[config.mk]
export PLATFORM = sky130hd
export DESIGN_NAME = counter_4b_flat
export DESIGN_NICKNAME = d
export VERILOG_FILES = /design/src/rtl/counter_4b_if.sv /design/src/rtl/counter_4b.sv /design/src/flat_wrapper.sv
export SDC_FILE = /design/constraint.sdc
export NUM_CORES = 1
export LEC_CHECK = 0
export ABC_AREA = 1
export ABC_CLOCK_PERIOD_IN_PS = 900
export CORE_AREA = 2 2 39 41
export CTS_BUF_LIST = sky130_fd_sc_hd__clkbuf_4 sky130_fd_sc_hd__clkbuf_8
export DETAILED_ROUTE_END_ITERATION = 10
export DIE_AREA = 0 0 41 43
export MAX_ROUTING_LAYER = met4
export PLACE_DENSITY_LB_ADDON = 0.25
export SLEW_MARGIN = 20
export SYNTH_ARGS = -nofsm -noshare
export SYNTH_HDL_FRONTEND = slang
export SYNTH_SLANG_ARGS = --single-unit
export TNS_END_PERCENT = 100
[constraint.sdc]
create_clock -name clk -period 0.9 [get_ports clk]
set_clock_uncertainty 0.05 [all_clocks]
set_input_delay 0.135 -clock clk [delete_from_list [all_inputs] [get_ports clk]]
set_output_delay 0.135 -clock clk [all_outputs]
set_load 0.01 [all_outputs]
[src/rtl/counter_4b_if.sv]
// Count output bundle for counter_4b: the counter drives q and a consumer reads it.
interface counter_4b_if #(
    parameter int unsigned WIDTH = 4
);
    logic [WIDTH-1:0] q;

    modport master (output q);
    modport slave  (input  q);
endinterface

[src/rtl/counter_4b.sv]
// Free-running up-counter with a programmable terminal count and reset value.
// q comes straight from a register. Reset is asynchronous and active-low.
module counter_4b #(
    parameter int unsigned WIDTH     = 4,
    parameter int unsigned MAX_VAL   = 32'((64'd1 << WIDTH) - 64'd1),
    parameter int unsigned RESET_VAL = 0
) (
    input  logic          clk,
    input  logic          reset,
    counter_4b_if.master  o_bus
);
    localparam logic [WIDTH-1:0] MaxQ   = WIDTH'(MAX_VAL);
    localparam logic [WIDTH-1:0] ResetQ = WIDTH'(RESET_VAL);

    logic [WIDTH-1:0] r_q;
    logic [WIDTH-1:0] w_q_next;

    // Using >= rather than == also pulls an out-of-range state back to zero.
    always_comb begin
        w_q_next = r_q + WIDTH'(1);
        if (r_q >= MaxQ) begin
            w_q_next = '0;
        end
    end

    always_ff @(posedge clk or negedge reset) begin
        if (!reset) begin
            r_q <= ResetQ;
        end else begin
            r_q <= w_q_next;
        end
    end

    assign o_bus.q = r_q;
endmodule

[src/flat_wrapper.sv]
// flat-port wrapper written by rule: the top's interface ports become plain ports
module counter_4b_flat 
#(
    parameter int unsigned WIDTH     = 4,
    parameter int unsigned MAX_VAL   = 32'((64'd1 << WIDTH) - 64'd1),
    parameter int unsigned RESET_VAL = 0
)
  (clk, reset, o_bus_q);
  counter_4b_if #(.WIDTH(WIDTH)) o_bus_i ();
  input  logic clk;
  input  logic reset;
  output wire logic [$bits(o_bus_i.q)-1:0] o_bus_q;
  assign o_bus_q = o_bus_i.q;
  counter_4b #(.WIDTH(WIDTH), .MAX_VAL(MAX_VAL), .RESET_VAL(RESET_VAL)) u_core (.clk(clk), .reset(reset), .o_bus(o_bus_i));
endmodule
==> insert_results.sql <==
INSERT INTO impl_metrics (metric_group, metric, value, unit) VALUES
('outcome', 'status', 'complete, but fails checks', ''),
('outcome', 'violations_in_the_final_reports', 'negative setup slack', ''),
('timing', 'slew_headroom', '86.5', '%'),
('finish', 'antenna_cells', '0', ''),
('critical_path', 'r2r_slack', '-0.09', 'ns'),
('route', 'drt_drc_violations_left', '0', ''),
('synthesis', 'dominant_combinational_cell_family_by_area_after_synthesis', 'simple AND/OR/NAND/NOR gates', ''),
('critical_path', 'path_cells', 'buf_6 > ha_4 > nand2_2 > o21bai_1 > inv_1', ''),
('synthesis', 'synth.net_count', '17', ''),
('synthesis', 'synthTopCellsByCount', '4 x sky130_fd_sc_hd__dfrtp_1, 2 x sky130_fd_sc_hd__inv_1, 2 x sky130_fd_sc_hd__nand2_1, 2 x sky130_fd_sc_hd__nand3_1', ''),
('place', 'placed_area', '260', 'um^2'),
('clocking', 'clock_latency', '0.23', 'ns'),
('timing', 'setup_ws', '-0.0941', 'ns'),
('clocking', 'tritoncts_num_sinks', '4', ''),
('synthesis', 'yosys.area_share.xor_xnor', '5.47', '%'),
('critical_path', 'r2r.worst_path.cells', '5', ''),
('floorplan', 'floorplan.rows', '14', ''),
('synthesis', 'postSynth.asyncResetShare', '100', '%'),
('synthesis', 'syn_area', '160', 'um^2'),
('timing', 'slew_viol_final', '0', ''),
('route', 'final_antenna_net_count', '0', ''),
('timing', 'final.setup.tns', '-0.349', 'ns'),
('place', 'post-place-cells', '39', ''),
('global_routing', 'grt.total_usage', '6.60', '%'),
('power', 'switchingPower', '73.8', 'uW'),
('finish', 'finalCoreUtilization', '21.7', '%'),
('synthesis', 'synth-adder-area-share', '7.81', '%'),
('critical_path', 'cpPeakStageDelay', '0.35', 'ns'),
('critical_path', 'setup.worst_path.end_class', 'flop', ''),
('critical_path', 'maximum_fanout_encountered_on_the_critical_timing_path', '2', ''),
('timing', 'timing.final.setup_violations', '7', ''),
('critical_path', 'worstSetupPathDepth', '5', ''),
('clocking', 'cts_max_path_buffers', '2', ''),
('synthesis', 'yosys_most_used_dff', 'sky130_fd_sc_hd__dfrtp_1', ''),
('route', 'route.detailed.wl_per_inst', '8.80', 'um'),
('clocking', 'cts_tree', 'built', ''),
('power', 'cellLeakagePower', '0.159', 'nW'),
('global_routing', 'number_of_antenna_violations_at_the_first_check_in_global_routing', '0', ''),
('global_routing', 'grt_pass1_vias', '168', ''),
('clocking', 'ctsHoldBuffers', '0', ''),
('synthesis', 'synth-seq-cells', '4', ''),
('synthesis', 'synth_top_area_share', '62.5', '%'),
('critical_path', 'path_delay_family', 'flip-flops', ''),
('critical_path', 'cp_num_buf_inv', '2', ''),
('clocking', 'cts_buffers', '3', ''),
('power', 'totalPowerFinal', '408', 'uW'),
('clocking', 'cts.root.buffer_cell', 'sky130_fd_sc_hd__clkbuf_4', ''),
('floorplan', 'core', '1380', 'um^2'),
('timing', 'unrepaired_setup_endpoints_after_global_routing', 'yes', ''),
('floorplan', 'floorplan.initialDensity', '11.6', '%'),
('global_routing', 'grt-ovfl-total', '0', ''),
('route', 'number_of_optimization_iterations_in_the_first_detailed_route_pass', '2', ''),
('clocking', 'cts.clk_slew.worst_paths', '0.04', 'ns'),
('place', 'gp_congestion', '0.712', ''),
('finish', 'largest_register_ffs', '4', ''),
('power', 'power_report.internal_total', '334', 'uW'),
('critical_path', 'critPathLaunchType', 'flop', ''),
('clocking', 'htree_levels', '1', ''),
('power', 'share_clk_of_total_power', '53.8', '%'),
('power', 'relative_contribution_of_combinational_cells_to_total_power', '1.8', '%'),
('synthesis', 'per_instance_average_area_after_synthesis', '11.4', 'um^2'),
('route', 'routed_via_density', '3.50', ''),
('finish', 'final-instance-count-excl-fill', '44', ''),
('synthesis', 'leading_cell_type_by_number_of_instances_after_synthesis', 'sky130_fd_sc_hd__dfrtp_1', ''),
('floorplan', 'io_pins', '6', ''),
('finish', 'final_cell_area', '300', 'um^2'),
('synthesis', 'count_of_flip_flops_with_a_built_in_enable_after_synthesis', '0', ''),
('power', 'power_switching_share', '18.1', '%'),
('power', 'power.ir.vdd_worst', '0.662', 'mV'),
('synthesis', 'netlist_top_cells_area', 'sky130_fd_sc_hd__dfrtp_1 63%, sky130_fd_sc_hd__ha_1 7.8%, sky130_fd_sc_hd__nand3_1 6.3%, sky130_fd_sc_hd__xor2_1 5.5%, sky130_fd_sc_hd__inv_1 4.7%', ''),
('floorplan', 'chipHeight', '43', 'um');
## final timing paths
kind	start	end
min in group clk	u_core.o_bus.q[2]	u_core.o_bus.q[2]
max	u_core.o_bus.q[1]	u_core.o_bus.q[0]
min	reset	u_core.o_bus.q[3]
max in group asynchronous	reset	u_core.o_bus.q[1]
max reg2reg	u_core.o_bus.q[1]	u_core.o_bus.q[0]
min reg2reg	u_core.o_bus.q[2]	u_core.o_bus.q[2]
## routing by layer
metal	up-vias	GRT usage, %	wire [um]
li1	76	-	-
met1	69	7.44	172
met2	9	7.19	155
met3	0	6.28	58
met4	0	4.00	0
met5	-	-	0
## layout make-up
cell class | count | area [um^2]
Clock buffer | 3 | 22.5
Fill cell | 153 | 1080
Inverter | 2 | 7.51
Multi-Input combinational cell | 8 | 67.6
Sequential cell | 4 | 100
Tap cell | 16 | 20.0
Timing Repair Buffer | 11 | 82.6
## kinds of logic (layout without fill, tap and decap cells)
| group | after synthesis | count (layout) |
|---|---|---|
| AOI/OAI and AO/OA | 1 | 1 |
| xor gates and xnor gates | 1 | 1 |
| adders and majority gates | 1 | 1 |
| buffers and inverters | 2 | 16 |
| DFF | 4 | 4 |
| and+or+nand+nor | 5 | 5 |
## power by group through the flow
stage | Combinational (mW) | Sequential, mW | Clock [mW]
floorplan | 0.0000000362 | 0.183 | 0
global placement | 0.00728 | 0.183 | 0
detailed placement | 0.00788 | 0.183 | 0
CTS | 0.00792 | 0.181 | 0.231
global route | 0.00868 | 0.181 | 0.250
finish | 0.00743 | 0.181 | 0.219
## what timing repair did
item                       4_1_cts  5_1_grt
gates resized for setup         20        1
pin swaps                        1        1
setup endpoints to repair        8        8
buffers inserted                 1        1
## cells in the final DEF (no fill, tap or decap)
cell and count:
sky130_fd_sc_hd__nand2_1 1, sky130_fd_sc_hd__nand3_1 2, sky130_fd_sc_hd__buf_6 2, sky130_fd_sc_hd__ha_4 1, sky130_fd_sc_hd__clkbuf_4 3, sky130_fd_sc_hd__nand4_1 1
sky130_fd_sc_hd__buf_2 4, sky130_fd_sc_hd__xor2_1 1, sky130_fd_sc_hd__nand2_2 1, sky130_fd_sc_hd__dfrtp_1 4, sky130_fd_sc_hd__clkdlybuf4s50_1 1, sky130_fd_sc_hd__buf_4 4
sky130_fd_sc_hd__o21bai_1 1, sky130_fd_sc_hd__inv_1 2
No activity file was read; power rests on OpenSTA's default activity.
